$ cat src/rtl/bram_ctrl_pkg.sv
// Shared types for the word-to-beat BRAM initiator: FSM states and beat index sizing.
package bram_ctrl_pkg;

    typedef enum logic [2:0] {
        IDLE,
        WR,
        RD,
        RD_LAST,
        RESP
    } state_t;

    localparam int BEATS_DEFAULT = 4;

    // A single-beat word still needs a one-bit counter.
    function automatic int idx_width(input int n);
        return (n > 1) ? $clog2(n) : 1;
    endfunction

    localparam int BEAT_IDX_W = idx_width(BEATS_DEFAULT);

    typedef logic [BEAT_IDX_W-1:0] beat_idx_t;

endpackage

$ cat src/rtl/bram_word_ctrl_if.sv
// Core-side word request/response channel: valid/ready request in, valid/ready response out.
interface bram_word_ctrl_if #(
    parameter int ADDR_WIDTH = 16,
    parameter int DATA_WIDTH = 8,
    parameter int BEATS      = 4
);
    logic                          req_valid;
    logic                          req_ready;
    logic                          req_write;
    logic [ADDR_WIDTH-1:0]         req_addr;
    logic [BEATS*DATA_WIDTH-1:0]   req_wdata;
    logic [BEATS-1:0]              req_mask;
    logic                          rsp_valid;
    logic                          rsp_ready;
    logic [BEATS*DATA_WIDTH-1:0]   rsp_rdata;

    modport master (
        output req_valid, req_write, req_addr, req_wdata, req_mask, rsp_ready,
        input  req_ready, rsp_valid, rsp_rdata
    );

    modport slave (
        input  req_valid, req_write, req_addr, req_wdata, req_mask, rsp_ready,
        output req_ready, rsp_valid, rsp_rdata
    );
endinterface

$ cat src/rtl/bram_word_ctrl.sv
// Splits core word load/stores into BEATS single-beat BRAM accesses; store ack BEATS edges, load data BEATS+1 edges after accept.
// Holds RESP while rsp_ready is low; accepts a new request only from IDLE.
module bram_word_ctrl
    import bram_ctrl_pkg::*;
#(
    parameter int DATA_WIDTH = 8,
    parameter int ADDR_WIDTH = 16,
    parameter int BEATS      = BEATS_DEFAULT
) (
    input  logic                  i_clk,
    input  logic                  i_rst_n,
    bram_word_ctrl_if.slave       core,
    output logic                  o_mem_write,
    output logic [ADDR_WIDTH-1:0] o_mem_addr,
    output logic [DATA_WIDTH-1:0] o_mem_data,
    input  logic [DATA_WIDTH-1:0] i_mem_data
);
    localparam int WORD_W = BEATS * DATA_WIDTH;
    localparam int CNT_W  = idx_width(BEATS);
    localparam logic [CNT_W-1:0] LAST_BEAT = CNT_W'(BEATS - 1);

    state_t                state;
    logic [CNT_W-1:0]      beat;
    logic [ADDR_WIDTH-1:0] addr_q;
    logic [WORD_W-1:0]     wdata_q;
    logic [BEATS-1:0]      mask_q;
    logic [WORD_W-1:0]     rdata_q;
    logic                  rsp_valid_q;

    logic [CNT_W-1:0]      beat_nxt;
    logic [CNT_W-1:0]      beat_prv;
    logic [ADDR_WIDTH-1:0] addr_nxt;

    assign beat_nxt = beat + CNT_W'(1);
    assign beat_prv = beat - CNT_W'(1);
    assign addr_nxt = addr_q + ADDR_WIDTH'(beat_nxt);

    assign core.req_ready = (state == IDLE);
    assign core.rsp_valid = rsp_valid_q;
    assign core.rsp_rdata = rdata_q;

    always_ff @(posedge i_clk or negedge i_rst_n) begin
        if (!i_rst_n) begin
            state       <= IDLE;
            beat        <= '0;
            addr_q      <= '0;
            wdata_q     <= '0;
            mask_q      <= '0;
            rdata_q     <= '0;
            rsp_valid_q <= 1'b0;
            o_mem_write <= 1'b0;
            o_mem_addr  <= '0;
            o_mem_data  <= '0;
        end else begin
            case (state)
                IDLE: begin
                    o_mem_write <= 1'b0;
                    if (core.req_valid) begin
                        addr_q     <= core.req_addr;
                        wdata_q    <= core.req_wdata;
                        mask_q     <= core.req_mask;
                        rdata_q    <= '0;
                        beat       <= '0;
                        o_mem_addr <= core.req_addr;
                        // Beat 0 is presented straight from the request so the bus starts the next cycle.
                        if (core.req_write) begin
                            state       <= WR;
                            o_mem_data  <= core.req_wdata[DATA_WIDTH-1:0];
                            o_mem_write <= core.req_mask[0];
                        end else begin
                            state <= RD;
                        end
                    end
                end
                WR: begin
                    if (beat == LAST_BEAT) begin
                        state       <= RESP;
                        rsp_valid_q <= 1'b1;
                        o_mem_write <= 1'b0;
                    end else begin
                        beat        <= beat_nxt;
                        o_mem_addr  <= addr_nxt;
                        o_mem_data  <= wdata_q[int'(beat_nxt)*DATA_WIDTH +: DATA_WIDTH];
                        o_mem_write <= mask_q[beat_nxt];
                    end
                end
                RD: begin
                    // Data on i_mem_data belongs to the beat addressed one cycle earlier.
                    if (beat != '0)
                        rdata_q[int'(beat_prv)*DATA_WIDTH +: DATA_WIDTH] <= i_mem_data;
                    if (beat == LAST_BEAT) begin
                        state <= RD_LAST;
                    end else begin
                        beat       <= beat_nxt;
                        o_mem_addr <= addr_nxt;
                    end
                end
                RD_LAST: begin
                    rdata_q[int'(LAST_BEAT)*DATA_WIDTH +: DATA_WIDTH] <= i_mem_data;
                    state       <= RESP;
                    rsp_valid_q <= 1'b1;
                end
                RESP: begin
                    if (core.rsp_ready) begin
                        state       <= IDLE;
                        rsp_valid_q <= 1'b0;
                    end
                end
                default: state <= IDLE;
            endcase
        end
    end
endmodule

$ cat src/flat_wrapper.sv
// flat-port wrapper written by rule: the top's interface ports become plain ports
module bram_word_ctrl_flat import bram_ctrl_pkg::*;
#(
    parameter int DATA_WIDTH = 8,
    parameter int ADDR_WIDTH = 16,
    parameter int BEATS      = BEATS_DEFAULT
)
  (i_clk, i_rst_n, o_mem_write, o_mem_addr, o_mem_data, i_mem_data, core_req_valid, core_req_write, core_req_addr, core_req_wdata, core_req_mask, core_rsp_ready, core_req_ready, core_rsp_valid, core_rsp_rdata);
  bram_word_ctrl_if #(.ADDR_WIDTH(ADDR_WIDTH), .DATA_WIDTH(DATA_WIDTH), .BEATS(BEATS)) core_i ();
  input  logic i_clk;
  input  logic i_rst_n;
  output logic o_mem_write;
  output logic [ADDR_WIDTH-1:0] o_mem_addr;
  output logic [DATA_WIDTH-1:0] o_mem_data;
  input  logic [DATA_WIDTH-1:0] i_mem_data;
  input wire logic [$bits(core_i.req_valid)-1:0] core_req_valid;
  input wire logic [$bits(core_i.req_write)-1:0] core_req_write;
  input wire logic [$bits(core_i.req_addr)-1:0] core_req_addr;
  input wire logic [$bits(core_i.req_wdata)-1:0] core_req_wdata;
  input wire logic [$bits(core_i.req_mask)-1:0] core_req_mask;
  input wire logic [$bits(core_i.rsp_ready)-1:0] core_rsp_ready;
  output wire logic [$bits(core_i.req_ready)-1:0] core_req_ready;
  output wire logic [$bits(core_i.rsp_valid)-1:0] core_rsp_valid;
  output wire logic [$bits(core_i.rsp_rdata)-1:0] core_rsp_rdata;
  assign core_i.req_valid = core_req_valid;
  assign core_i.req_write = core_req_write;
  assign core_i.req_addr = core_req_addr;
  assign core_i.req_wdata = core_req_wdata;
  assign core_i.req_mask = core_req_mask;
  assign core_i.rsp_ready = core_rsp_ready;
  assign core_req_ready = core_i.req_ready;
  assign core_rsp_valid = core_i.rsp_valid;
  assign core_rsp_rdata = core_i.rsp_rdata;
  bram_word_ctrl #(.DATA_WIDTH(DATA_WIDTH), .ADDR_WIDTH(ADDR_WIDTH), .BEATS(BEATS)) u_core (.i_clk(i_clk), .i_rst_n(i_rst_n), .core(core_i), .o_mem_write(o_mem_write), .o_mem_addr(o_mem_addr), .o_mem_data(o_mem_data), .i_mem_data(i_mem_data));
endmodule
$ cat config.mk
export PLATFORM = sky130hd
export DESIGN_NAME = bram_word_ctrl_flat
export DESIGN_NICKNAME = d
export VERILOG_FILES = /design/src/rtl/bram_ctrl_pkg.sv /design/src/rtl/bram_word_ctrl_if.sv /design/src/rtl/bram_word_ctrl.sv /design/src/flat_wrapper.sv
export SDC_FILE = /design/constraint.sdc
export NUM_CORES = 1
export LEC_CHECK = 0
export CAP_MARGIN = 5
export CORE_ASPECT_RATIO = 1.25
export CORE_MARGIN = 2
export CORE_UTILIZATION = 35
export DETAILED_ROUTE_END_ITERATION = 7
export GPL_TIMING_DRIVEN = 0
export RECOVER_POWER = 50
export SLEW_MARGIN = 20
export SYNTH_ARGS = -nofsm -noshare
export SYNTH_HDL_FRONTEND = slang
export SYNTH_SLANG_ARGS = --single-unit
$ cat constraint.sdc
create_clock -name i_clk -period 3.9 [get_ports i_clk]
set_input_delay 0.39 -clock i_clk [delete_from_list [all_inputs] [get_ports i_clk]]
set_output_delay 0.39 -clock i_clk [all_outputs]
set_load 0.01 [all_outputs]
---- Word-level counts from Yosys, hierarchy flattened ----
Index checks and enable logic that the tools add are counted.
operators by class
  $add $sub $neg .......................... 4
  $mul .................................... 0
  divide/modulo/power cells ............... 0
  order comparisons ....................... 1
  eq/ne operators ......................... 13
  shifts and indexed selects .............. 3
  multiplexer cells ....................... 30
  bitwise operators ....................... 0
  reductions and logical operators ........ 15
operators with widths
  kind                                                                      count
  32-bit 2-to-1 mux                                                         2
  24-bit one-hot mux with 2 select lines                                    1
  5-bit negator with 33-bit output                                          1
  8-bit by 33-bit variable shift with 32-bit output (first input constant)  1
  8-bit by 33-bit indexed part select with 32-bit output                    1
  32-bit bitwise mux                                                        1
  16-bit 2-to-1 mux                                                         2
  16-bit one-hot mux with 2 select lines                                    1
  32-bit by 6-bit indexed part select with 8-bit output                     1
  8-bit 2-to-1 mux                                                          3
  8-bit one-hot mux with 3 select lines                                     1
  16-bit by 2-bit adder with 16-bit output                                  1
  8-bit one-hot mux with 2 select lines                                     1
  3-bit one-hot mux with 5 select lines                                     1
  3-bit 2-to-1 mux                                                          4
  3-bit AND reduction                                                       4
  2-bit inequality test (second input constant)                             5
  4-bit AND reduction                                                       2
  2-bit nonzero test                                                        4
  3-bit by 2-bit == test with 1-bit output (second input constant)          2
  1-bit 2-to-1 mux                                                          6
  2-bit 2-to-1 mux                                                          3
  2-bit by 1-bit inequality test with 1-bit output (second input constant)  3
  3-bit nonzero test                                                        2
  other kinds (13)                                                          13
storage, ports and cells
  register bits after elaboration ......... 115
  latch bits .............................. 0
  bits in writable memories ............... 0
  ROM bits ................................ 0
  output and inout port bits .............. 59
  word-level logic and storage cells ...... 77
  memories kept ........................... 0

---- Longest topological paths before layout ----
Gate-level depths: netlist of the first run.
  depth after elaboration ................. 6
  mapped depth ............................ 8
  mapped depth without buffers ............ 7

---- Worst setup path before layout of the first run ----
OpenSTA, ideal clock, no wires.
  path type ............................... register -> register
  from .................................... register u_core.beat[0]
  to ...................................... register u_core.o_mem_addr[15]
  arrival time ............................ 2,645 ps
  data required time ...................... 3,771 ps
  slack ................................... 1,127 ps
  cell stages (with the launch flop) ...... 9
  buffers on the path ..................... 1
  clock period less this slack ............ 2,773 ps
  cell sequence ........................... dfrtp_1 > buf_4 > inv_1 > ha_1 > ha_1 > a21oi_1 > nor4_4 > and4b_1 > a2111o_1
on the way
  cells in the longest elaborated chain, start to end .. 4
  elaborated cells on any way between the ends .. 7
  classes of those cells .................. add/sub: 2; eq/ne: 2; mux: 2; reduce/logical: 1
RTL lines
  item                                      line                                        source
  start, declared                           bram_word_ctrl.sv:23                        logic [CNT_W-1:0] beat;
  start signal, assigned                    bram_word_ctrl.sv:81                        beat <= beat_nxt;
  start signal, assigned                    bram_word_ctrl.sv:94                        beat <= beat_nxt;
  2-bit by 1-bit adder with 2-bit output    bram_word_ctrl.sv:34                        assign beat_nxt = beat + CNT_W'(1);
  16-bit by 2-bit adder with 16-bit output  bram_word_ctrl.sv:36                        assign addr_nxt = addr_q + ADDR_WIDTH'(beat_nxt);
  16-bit 2-to-1 mux                         bram_word_ctrl.sv:76, bram_word_ctrl.sv:91
  16-bit one-hot mux with 2 select lines    bram_word_ctrl.sv:55                        case (state)
  end signal, assigned                      bram_word_ctrl.sv:64                        o_mem_addr <= core.req_addr;
  end signal, assigned                      bram_word_ctrl.sv:82                        o_mem_addr <= addr_nxt;
  end signal, assigned                      bram_word_ctrl.sv:95                        o_mem_addr <= addr_nxt;
  end, declared                             bram_word_ctrl.sv:14                        output logic [ADDR_WIDTH-1:0] o_mem_addr,
Several ways; a longest one is shown, not always the timed one. The select of a mux whose other input is x is not followed.
A chain may end at the register's enable or synchronous reset.

---- Final worst setup path of the first run ----
Same ends and word-level chain as after synthesis.

==> flow_metrics.tcl, run 1 <==
set metrics [dict create \
    synth_top_family_by_area "multiplexers" \
    synthXorXnorAreaFrac_pct 1.74 \
    violations "max-capacitance violations, max-slew violations" \
    firstDrtPassIters 4 \
    path_cells "buf_4 > inv_1 > ha_1 > ha_1 > a21oi_1 > nor4_4 > and4b_1 > a2111o_1" \
    yosysUniqueCellTypes 55 \
    syn_avg_cell_area_sq_um 11.7 \
    grt_pass1_wl_microns 23100 \
    die_w_microns 116 \
    final_core_util_pct 49.6 \
    met2_length_microns 7270 \
    dpl_cell_area_sq_um 7000 \
    initial_core_util_pct 35.5 \
    path_class "reg -> reg" \
    power.total_uw 6430 \
    tritoncts "yes" \
    cts_made_buffers 17 \
    die_area_sq_um 16700 \
    detail_route.wl_per_cell_microns 17.1 \
    drt-total-wl_microns 14300 \
    grt_max_degree 78 \
    ys_top_cells_by_area "dfrtp_1 53%, mux2_2 10%, nand2_1 4.5%" \
    synthFlopType "dfrtp_1" \
    r2r_setup_slack_ns 0.57 \
    rows 51 \
    path_buf_inv 2 \
    period_needed_ns 3.33 \
    routed.top_layer "met4" \
    cts_buffer_depth 2 \
    fmax_ghz 0.301 \
    die_h_microns 144 \
    grt_pass1_vias 4404 \
    fin_worst_skew_ns 0.00774 \
    cp.arrival_ns 3.62 \
    p_per_area_nw_per_um2 839 \
    cts_setup_buffers 0 \
    p_sw_uw 2220 \
    syn_area_sq_um 5480 \
    synth-compound-area-share_pct 11.6 \
    antenna_cells 0 \
    internal_power_uw 4210 \
    ant_nets 0 \
    clock_latency_ns 0.41 \
    port_buffers 123 \
    setup_viol 0 \
    rsz0062_at_grt "no" \
    worst-endpoint-required_ns 4.19 \
    gp_congestion 0.810 \
    final.period_utilization_pct 85.3 \
    critPathMaxStageDelay_ns 0.64 \
    synth_most_common_cell "dfrtp_1" \
    met3WireLength_microns 794 \
    ir_worst_vdd_mv 0.263 \
    clkSinkCount 115 \
    synth-simple-area-share_pct 12.6 \
    leakage_uw 0.00319 \
    synth_top_area_share_pct 52.5 \
    yosys_warnings 0 \
    synth-edff-count 0 \
    crit_start "u_core.beat[0]$_DFFE_PN0P_" \
    synth_seq_cells 115 \
    track_usage_pct 18.3 \
    dp_hpwl_microns 10100 \
    worst_path_most_repeated_cell "ha_1" \
    tightest_slew_ns 2.23 \
    path_delay_family "compound AO/OA/AOI/OAI gates" \
    p_seq_share_pct 31.3 \
    vias 4173 \
    start_kind "register" \
    wl_met1_microns 5990 \
    io-pin-count 124 \
    async_flop_share_pct 100 \
    h-tree-depth 4 \
    hp-start "u_core.core.rsp_rdata[15]$_DFFE_PN0P_" \
    synthTopCellsByCount "115 x dfrtp_1, 65 x nand2_1, 49 x mux2_2" \
    synth_adder_area_share_pct 2.42 \
    swShare_pct 34.5 \
    cap_violations 1 \
    drive_gt1_share_pct 19.7 \
    design_area_sq_um 7660 \
    coreArea_sq_um 15400 \
    finalMaxSlewViolations 39 \
    critPathMaxFanout 10 \
    hold_viol 0 \
    area_growth_pct 39.9 \
    finalSetupTns_ns 0 \
    synth_top_area_cell "dfrtp_1" \
    outcome "complete, but fails checks" \
    crit_slowest_cell "a21oi_1" \
    muxShareOfSynthArea_pct 16.0 \
    slew-limit-headroom_pct -48.9 \
    drc 0 \
    syn_nets 543 \
    drtIter0Drc 246 \
    ys_seq_area_share_pct 52.5 \
    r2r_start "u_core.beat[0]$_DFFE_PN0P_" \
    ctsRootBufferMaster "clkbuf_16" \
    viasPerCell 4.99 \
    worstSetupEndpointType "register" \
    antenna_found_initial 0 \
    layout.nets 687 \
    min_path_type "reg -> reg" \
    overflow 0 \
    clock_power_share_pct 27.0 \
    power_frac_comb_pct 41.7 \
    syn_inst 468 \
    clk_pin_slew_ns 0.05 \
]
cell families after synthesis:
| kind of cell | after synthesis |
|---|---|
| buffers and inverters | 34 |
| AOI/OAI and AO/OA | 94 |
| and+or+nand+nor | 135 |
| muxes | 70 |
| adders and majority gates | 10 |
| DFF | 115 |
| xor gates and xnor gates | 10 |
registers in the layout, indices dropped and copies added (netlist names):
signal	count
u_core.beat	2
u_core.addr_q	16
u_core.wdata_q	32
u_core.state	3
u_core.o_mem_addr	16
u_core.core.rsp_rdata	32
u_core.o_mem_write	1
u_core.core.rsp_valid	1
u_core.mask_q	4
u_core.o_mem_data	8
timing repair:
item	CTS	global route
resized for setup	0	0
endpoints found under the hold margin	38	0
hold buffers	1	0
stage by stage:
step	hold WS, ns	cells	worst slack, ns
after floorplan	0.0944	468	1.13
after global placement	0.465	803	-2.06
after detailed placement	0.326	804	0.554
after CTS	0.459	836	0.522
after global routing	0.503	836	0.310
final	0.470	836	0.575
cell usage in the layout (no fill, tap or decap), types with 12 or more instances in the layout:
master,Yosys,final
o21ai_0,41,41
nor2_1,22,22
nor3_1,15,15
dfrtp_1,115,115
buf_2,15,12
nand2_1,65,65
mux2i_1,12,12
a21oi_1,14,14
mux2_2,49,49
dlygate4sd3_1,0,26
clkdlybuf4s50_1,0,97
clkbuf_16,0,17
worst paths after layout:
kind | end | cells past startpoint
hold reg to reg | u_core.core.rsp_rdata[15]$_DFFE_PN0P_ | 2
hold / removal | u_core.core.rsp_rdata[15]$_DFFE_PN0P_ | 2
min in group asynchronous | u_core.core.rsp_rdata[6]$_DFFE_PN0P_ | 2
setup reg to reg | u_core.o_mem_addr[15]$_DFFE_PN0P_ | 8
setup / recovery | u_core.o_mem_addr[15]$_DFFE_PN0P_ | 8
max in group asynchronous | u_core.wdata_q[25]$_DFFE_PN0P_ | 2
per-layer routing:
metal	track usage [%]	vias up
met3	4.47	17
met4	7.21	0
met2	30.7	125
met5	0	-
met1	22.6	2065
li1	-	1966
power by group through the flow:
stage | Combinational, uW | Clock, uW | Sequential, uW
detailed placement | 2720 | 0 | 2030
global placement | 2660 | 0 | 2010
global route | 2940 | 1840 | 2080
finish | 2680 | 1740 | 2010
CTS | 2740 | 1770 | 2020
floorplan | 1740 | 0 | 2020
worst reg2reg max path, stage by stage (launching register included):
cell	delay (ns)
dfrtp_1	0.56
buf_4	0.31
inv_1	0.20
ha_1	0.46
ha_1	0.34
a21oi_1	0.64
nor4_4	0.14
and4b_1	0.22
a2111o_1	0.33
layout make-up:
class / instances / area, sq um
multi-input cells: 319 / 2430
fillers: 1457 / 7780
repair buffers: 125 / 1260
clock buffers: 22 / 484
plain buffers: 26 / 139
well taps: 212 / 265
inverters: 8 / 30.0
clock inverters: 9 / 175
flip-flops and latches: 115 / 2880
(Power assumes the default switching activity.)
==> run 2, diff against run 1 <==
--- a/config.mk
+++ b/config.mk
@@ -16,3 +16,4 @@
 export SYNTH_ARGS = -nofsm -noshare
 export SYNTH_HDL_FRONTEND = slang
 export SYNTH_SLANG_ARGS = --single-unit
+export TNS_END_PERCENT = 30
==> results of run 2 <==
Final layout, timing and power as in run 1 (identical DEF).
